<file path="src/rtl/layer_argmax_sel_if.sv">
// Handshake bundle between the last FC layer, the argmax selector and the
// downstream consumer of the winning class.
interface layer_argmax_sel_if #(
    parameter int NUM_IN = 16,
    parameter int DW     = 8,
    parameter int IDX_W  = 5
);
    logic [NUM_IN*DW-1:0] in_vec;
    logic                 in_valid;
    logic                 in_ready;
    logic [IDX_W-1:0]     out_idx;
    logic [DW-1:0]        out_max;
    logic                 out_valid;
    logic                 out_ready;

    modport master (
        output in_vec, in_valid, out_ready,
        input  in_ready, out_idx, out_max, out_valid
    );

    modport slave (
        input  in_vec, in_valid, out_ready,
        output in_ready, out_idx, out_max, out_valid
    );
endinterface

</file>
<file path="src/rtl/layer_argmax_sel.sv">
// Captures one layer of unsigned node scores, scans them one per cycle and
// presents the index/score of the largest (lowest index wins ties).
//
// state | meaning
// IDLE  | waiting for a layer result, in_ready high
// SCAN  | comparing buffered node cnt against running best
// HOLD  | result presented with out_valid, waiting for out_ready
module layer_argmax_sel #(
    parameter int NUM_IN = 16,
    parameter int DW     = 8,
    parameter int IDX_W  = 5
) (
    input  logic                 clk,
    input  logic                 reset,
    layer_argmax_sel_if.slave    bus
);

    typedef enum logic [1:0] {IDLE, SCAN, HOLD} state_t;

    localparam logic [IDX_W-1:0] LAST = IDX_W'(NUM_IN - 1);

    state_t            state_q, state_d;
    logic [IDX_W-1:0]  cnt_q, cnt_d;
    logic [DW-1:0]     best_q, best_d;
    logic [IDX_W-1:0]  best_idx_q, best_idx_d;
    logic [IDX_W-1:0]  out_idx_q, out_idx_d;
    logic [DW-1:0]     out_max_q, out_max_d;
    logic [DW-1:0]     nodes_q [NUM_IN];
    logic [DW-1:0]     cand;
    logic              capture;

    always_comb begin
        cand = '0;
        for (int k = 0; k < NUM_IN; k++) begin
            if (cnt_q == IDX_W'(k)) cand = nodes_q[k];
        end
    end

    always_comb begin
        state_d    = state_q;
        cnt_d      = cnt_q;
        best_d     = best_q;
        best_idx_d = best_idx_q;
        out_idx_d  = out_idx_q;
        out_max_d  = out_max_q;
        capture    = 1'b0;
        case (state_q)
            IDLE: begin
                if (bus.in_valid) begin
                    capture    = 1'b1;
                    best_d     = bus.in_vec[DW-1:0];
                    best_idx_d = '0;
                    cnt_d      = IDX_W'(1);
                    state_d    = SCAN;
                end
            end
            SCAN: begin
                // strict compare keeps the earlier index on ties
                if (cand > best_q) begin
                    best_d     = cand;
                    best_idx_d = cnt_q;
                end
                cnt_d = cnt_q + IDX_W'(1);
                if (cnt_q == LAST) begin
                    out_idx_d = best_idx_d;
                    out_max_d = best_d;
                    cnt_d     = '0;
                    state_d   = HOLD;
                end
            end
            HOLD: begin
                if (bus.out_ready) state_d = IDLE;
            end
            default: state_d = IDLE;
        endcase
    end

    always_ff @(posedge clk) begin
        if (reset) begin
            state_q    <= IDLE;
            cnt_q      <= '0;
            best_q     <= '0;
            best_idx_q <= '0;
            out_idx_q  <= '0;
            out_max_q  <= '0;
            for (int k = 0; k < NUM_IN; k++) nodes_q[k] <= '0;
        end else begin
            state_q    <= state_d;
            cnt_q      <= cnt_d;
            best_q     <= best_d;
            best_idx_q <= best_idx_d;
            out_idx_q  <= out_idx_d;
            out_max_q  <= out_max_d;
            if (capture) begin
                for (int k = 0; k < NUM_IN; k++) nodes_q[k] <= bus.in_vec[k*DW +: DW];
            end
        end
    end

    assign bus.in_ready  = (state_q == IDLE) && !reset;
    assign bus.out_valid = (state_q == HOLD);
    assign bus.out_idx   = out_idx_q;
    assign bus.out_max   = out_max_q;

endmodule

</file>
<file path="src/flat_wrapper.sv">
// flat-port wrapper written by rule: the top's interface ports become plain ports
module layer_argmax_sel_flat 
#(
    parameter int NUM_IN = 16,
    parameter int DW     = 8,
    parameter int IDX_W  = 5
)
  (clk, reset, bus_in_vec, bus_in_valid, bus_out_ready, bus_in_ready, bus_out_idx, bus_out_max, bus_out_valid);
  layer_argmax_sel_if #(.NUM_IN(NUM_IN), .DW(DW), .IDX_W(IDX_W)) bus_i ();
  input  logic clk;
  input  logic reset;
  input wire logic [$bits(bus_i.in_vec)-1:0] bus_in_vec;
  input wire logic [$bits(bus_i.in_valid)-1:0] bus_in_valid;
  input wire logic [$bits(bus_i.out_ready)-1:0] bus_out_ready;
  output wire logic [$bits(bus_i.in_ready)-1:0] bus_in_ready;
  output wire logic [$bits(bus_i.out_idx)-1:0] bus_out_idx;
  output wire logic [$bits(bus_i.out_max)-1:0] bus_out_max;
  output wire logic [$bits(bus_i.out_valid)-1:0] bus_out_valid;
  assign bus_i.in_vec = bus_in_vec;
  assign bus_i.in_valid = bus_in_valid;
  assign bus_i.out_ready = bus_out_ready;
  assign bus_in_ready = bus_i.in_ready;
  assign bus_out_idx = bus_i.out_idx;
  assign bus_out_max = bus_i.out_max;
  assign bus_out_valid = bus_i.out_valid;
  layer_argmax_sel #(.NUM_IN(NUM_IN), .DW(DW), .IDX_W(IDX_W)) u_core (.clk(clk), .reset(reset), .bus(bus_i));
endmodule
</file>
<file path="config.mk">
export PLATFORM = sky130hd
export DESIGN_NAME = layer_argmax_sel_flat
export DESIGN_NICKNAME = d
export VERILOG_FILES = /design/src/rtl/layer_argmax_sel_if.sv /design/src/rtl/layer_argmax_sel.sv /design/src/flat_wrapper.sv
export SDC_FILE = /design/constraint.sdc
export NUM_CORES = 1
export LEC_CHECK = 0
export BUFFER_PORTS_ARGS = -buffer_cell sky130_fd_sc_hd__buf_2
export CAP_MARGIN = 10
export CORE_ASPECT_RATIO = 0.5
export CORE_MARGIN = 5
export CORE_UTILIZATION = 60
export DETAILED_ROUTE_END_ITERATION = 12
export GPL_TIMING_DRIVEN = 0
export PLACE_DENSITY = 0.85
export SKIP_CTS_REPAIR_TIMING = 1
export SYNTH_ARGS = -nofsm -noshare
export SYNTH_HDL_FRONTEND = slang
export SYNTH_SLANG_ARGS = --single-unit
</file>
<file path="constraint.sdc">
create_clock -name clk -period 9.25 [get_ports clk]
set_clock_uncertainty 0.15 [all_clocks]
set_input_delay 1.85 -clock clk [delete_from_list [all_inputs] [get_ports clk]]
set_output_delay 1.85 -clock clk [all_outputs]
set_load 0.02 [all_outputs]
</file>
# --- Word level (Yosys, flattened, before mapping) ---
# Memory sizes are Yosys's and may differ from the RTL's.
# Index checks and enable logic that the tools add are counted.
word_totals:
  regBits: 33
  mem_bits_rw: 128
  input_bits: 132
  out_inout_bits: 15
  word_cells: 105
  mem_count: 1
op_classes:
  n_addsub: 1
  magnitude_cmp: 1
  eq_ne: 20
  mux: 52
  bitwise_logic: 16
  n_reduce_logical: 8
mem_list:
  columns: ["memory", "depth", "word_bits", "rd", "rd_ports_with_merged_regs", "wr", "line_no", "source"]
  rows:
  - ["u_core.nodes_q", 16, 8, 16, 0, 16, "layer_argmax_sel.sv:28", "logic [DW-1:0] nodes_q [NUM_IN];"]
ops:
  columns: ["op", "count"]
  rows:
  - ["$mux 8", 34]
  - ["$eq 5x4->1 const B", 8]
  - ["$eq 5x3->1 const B", 4]
  - ["$mux 5", 4]
  - ["$pmux 5 s2", 2]
  - ["$or 1x1->1", 16]
  - ["$pmux 8 s2", 1]
  - ["$eq 5x2->1 const B", 2]
  - ["$gt 8x8->1", 1]
  - ["$mux 1", 7]
  - ["$mux 2", 3]
  - ["$pmux 2 s3", 1]
  - ["$add 5x1->5 const B", 1]
  - ["$eq 5x1->1 const B", 1]
  - ["$logic_not 5->1", 1]
  - ["$ne 2x2->1 const B", 2]
  - ["$reduce_and 2->1", 2]
  - ["$reduce_and 3->1", 1]
  - ["$eq 2x1->1 const B", 1]
  - ["$eq 2x2->1 const B", 1]
  - ["$logic_not 2->1", 1]
  - ["$ne 2x1->1 const B", 1]
  - ["$reduce_bool 2->1", 1]
  - ["$logic_and 1x1->1", 1]
  - ["$logic_not 1->1", 1]

# --- Depth between registers and ports, before layout ---
depth:
  word_depth: 20
  mapped_depth: 20
  depth_no_buf: 15

# --- Least setup slack after synthesis ---
# No wires, ideal clock.
synth_path:
  path_kind: "input port to flip-flop"
  start: "input bus_in_valid"
  end: "memory u_core.nodes_q[0][0] (enable)"
  setup_ps: 433
  t_arrival_ps: 4350
  required_time_ps: 8667
  setup_slack_ps: 4317
  path_stages: 4
  n_path_buf: 2
  cell_sequence: "clkbuf_1 nor3b_2 clkbuf_1 or2_2"
synth_lines:
  columns: ["item", "line_no", "source"]
  rows:
  - ["start, declared", "flat_wrapper.sv:13", "input wire logic [$bits(bus_i.in_valid)-1:0] bus_in_valid;"]
  - ["end, declared", "layer_argmax_sel.sv:28", null]

# --- Worst setup path after layout ---
layout_path:
  start: "register u_core.cnt_q[0]"
  end: "register u_core.out_max_q[1] (netlist: u_core.bus.out_max[1])"
layout_via:
  elab_chain_len: 19
  word_cells_on_any_way: 35
  classes_between: "1 x order compare; 15 x eq/ne; 17 x mux; 2 x reduce/logical"
layout_rtl:
  columns: ["item", "line_no", "source"]
  rows:
  - ["start, declared", "layer_argmax_sel.sv:23", "logic [IDX_W-1:0] cnt_q, cnt_d;"]
  - ["start signal, assigned", "layer_argmax_sel.sv:89", "cnt_q <= cnt_d;"]
  - ["$logic_not 5->1", "layer_argmax_sel.sv:35", "if (cnt_q == IDX_W'(k)) cand = nodes_q[k];"]
  - ["$mux 8 (16 in series)", "layer_argmax_sel.sv:35", null]
  - ["$gt 8x8->1", "layer_argmax_sel.sv:59", "if (cand > best_q) begin"]
  - ["$mux 8", "layer_argmax_sel.sv:59", null]
  - ["end signal, assigned", "layer_argmax_sel.sv:93", "out_max_q <= out_max_d;"]
  - ["end, declared", "layer_argmax_sel.sv:27", "logic [DW-1:0] out_max_q, out_max_d;"]
# Several ways; a longest one is shown, not always the timed one.
# A chain may end at the register's enable or synchronous reset.

==> run metrics <==
sequential power share 47.0%; area delta synth->final 18.97%; status completed; Tcrit/Tclk final 57.45%; CTS root buffer clkbuf_16; First-pass DRT Iterations 6; Data arrival, critical path 5510 ps; Sink Count 161; Setup Viol. Count Final 0; HPWL after DPL 19920 µm; syn avg cell area 10.70 µm²; DR iter-0 viols 1033; Int Pwr 1.300 mW; ant diodes 0; input/output buffers 144; fmax 188.2 MHz; Synth Register Bits 161; synth top area cells edfxtp_1 (47%), dfxtp_1 (8.1%), and3_1 (6.4%); Post-Synthesis Cells 758; NetSw 0.5389 mW; GRT overflow 0; most common cell after layout, fill and taps aside buf_2; Clk Latency, worst-skew pair 430 ps; cell taking the most area after synthesis edfxtp_1; Required @ worst endpoint 9440 ps; Final Non-Filler Cells 1112; Cell Pwr Density 190.6 mW/mm²; CTS tree yes; Die Y 92.20 µm; Post-Syn Area 0.008108 mm²; slew at the pin closest to its max-slew limit 1061 ps; die width 174.4 µm; startpoint types register; setup total negative slack 0 ps; Final #Nets 1067; largest net degree at the start of global routing 67; Boundary Pins 147; Placer Congestion 0.9617; routed len/inst 24.06 µm; top-area cell type share of the netlist area 47.41%; crit end category register; placed insts 1080; most frequent cells in the layout buf_2 (162), edfxtp_1 (128), and3_1 (83); num rows 30; Rel. slew slack 29.14%; DR vias 7182; fin crit period 5314 ps; Final Hold Vio Count 0; Clk pin slew, worst setup/hold paths 70 ps; H-tree level count 4; vias in the first global route 6949; Filler cells 979; DRC Markers 0; Switching Fraction 29.31%; Max-cap violations 0; post-synthesis sequential area ratio 55.56%; layout cells sized above 1 22.01%; first-pass GRT wire length 40700 µm; RSZ-0062 raised after global routing no; CTS buffer count 17; ys async rst share 0%; combinational fraction of design power 15.8%; initial antenna violation count 0; Post-synth EDFFs 128; Main synth FF type edfxtp_1; Syn Nets 902; R2R cell count 16; die area 0.01608 mm²; Initial Utilization 60.50%; CORE AREA 0.01340 mm²; CP max FO 10; VDD IR-drop max 0.1359 mV; Clk pwr share 37.2%; fin. max-slew vios 0; WHS Path Cells 2; GR Util All Layers 33.30%; Max clock buf depth 2; DR vias/cell 6.459; worst min-delay path category reg2reg; synth warn 0; Yosys cell types 66; CP Class reg2reg; total wire length 26760 µm; P_leak 4.029 nW; DRT antenna net count 0
[cells by family after synthesis]
| family | after synthesis | synth area share, % |
|---|---|---|
| xor gates and xnor gates | 1 | 0.1080 |
| AOI/OAI and AO/OA | 198 | 17.18 |
| DFF | 161 | 55.56 |
| buffers and inverters | 95 | 4.722 |
| adders and majority gates | 12 | 1.852 |
| and+or+nand+nor | 291 | 20.59 |
[registers in the layout (all words and copies together), names as in the netlist]
name	count
u_core.best_idx_q	5
u_core.cnt_q	5
u_core.bus.out_idx	5
u_core.nodes_q	128
u_core.best_q	8
u_core.state_q	2
u_core.bus.out_max	8
[synth_stat cells, types with 13 or more instances]
library cell and n:
edfxtp_1 128, and3_1 83, nor2b_1 58, a21oi_1 56, clkbuf_1 41, nand2_1 37, nor2_1 37, dfxtp_1 33
inv_1 30, buf_2 18, nand2b_1 18, o21ai_0 17, a221oi_1 13
[final timing paths]
kind                   startpoint                    end  slack, ps
max               u_core.cnt_q[0]  u_core.bus.out_max[1]       3940
min          u_core.best_idx_q[3]   u_core.best_idx_q[3]        340
max reg2reg       u_core.cnt_q[0]  u_core.bus.out_max[1]       3940
min reg2reg  u_core.best_idx_q[3]   u_core.best_idx_q[3]        340
[power by group through the flow]
stage               sequential (mW)  combinational [mW]  clock, mW
detailed placement            0.878               0.278          0
global route                  0.867               0.311      0.715
finish                        0.864               0.290      0.684
CTS                           0.862               0.281      0.679
global placement              0.880               0.270          0
floorplan                     0.867               0.173          0
[per-stage QoR]
| step | total power, mW | hold WS, ps | area [µm²] | setup WS [ps] | util [%] |
|---|---|---|---|---|---|
| CTS | 1.822 | 329.9 | 9646 | 4124 | 71.98 |
| global placement | 1.150 | 318.4 | 9049 | 3352 | 67.53 |
| detailed placement | 1.156 | 318.2 | 9086 | 4158 | 67.81 |
| floorplan | 1.040 | 304.6 | 8108 | 4317 | - |
| global route | 1.893 | 356.5 | 9646 | 3722 | 71.98 |
| finish | 1.838 | 335.5 | 9646 | 3936 | 71.98 |
[metal layers]
layer / track usage, % / share of wire (%) / vias up
li1: - / - / 3173
met1: 48.59 / 42 / 3424
met2: 50.40 / 44 / 530
met3: 9.308 / 13 / 55
met4: 6.320 / 1.4 / 0
met5: 0 / 0 / -
[layout make-up]
cell class / count / area, µm² / share of cell area (%)
clock inverter: 13 / 116.4 / 1.206
buffer: 64 / 266.5 / 2.763
timing repair buffer: 146 / 755.7 / 7.835
inverter: 31 / 116.4 / 1.206
clock buffer: 19 / 442.9 / 4.592
sequential: 161 / 4504 / 46.70
tap: 176 / 220.2 / 2.283
multi-input combinational: 502 / 3223 / 33.42
[worst max-delay path: stages, from the launching register on]
cell and delay [ps]:
dfxtp_1 380, inv_1 180, ha_1 330, buf_2 340, buf_1 540, a21oi_1 150
a221oi_1 640, o32ai_1 300, and2_1 260, ha_1 290, nand3_1 110, o211ai_1 250
a21o_1 140, clkbuf_1 330, clkbuf_1 400, nand3_1 180, a211oi_1 250
No activity file was read; power rests on OpenSTA's default activity.
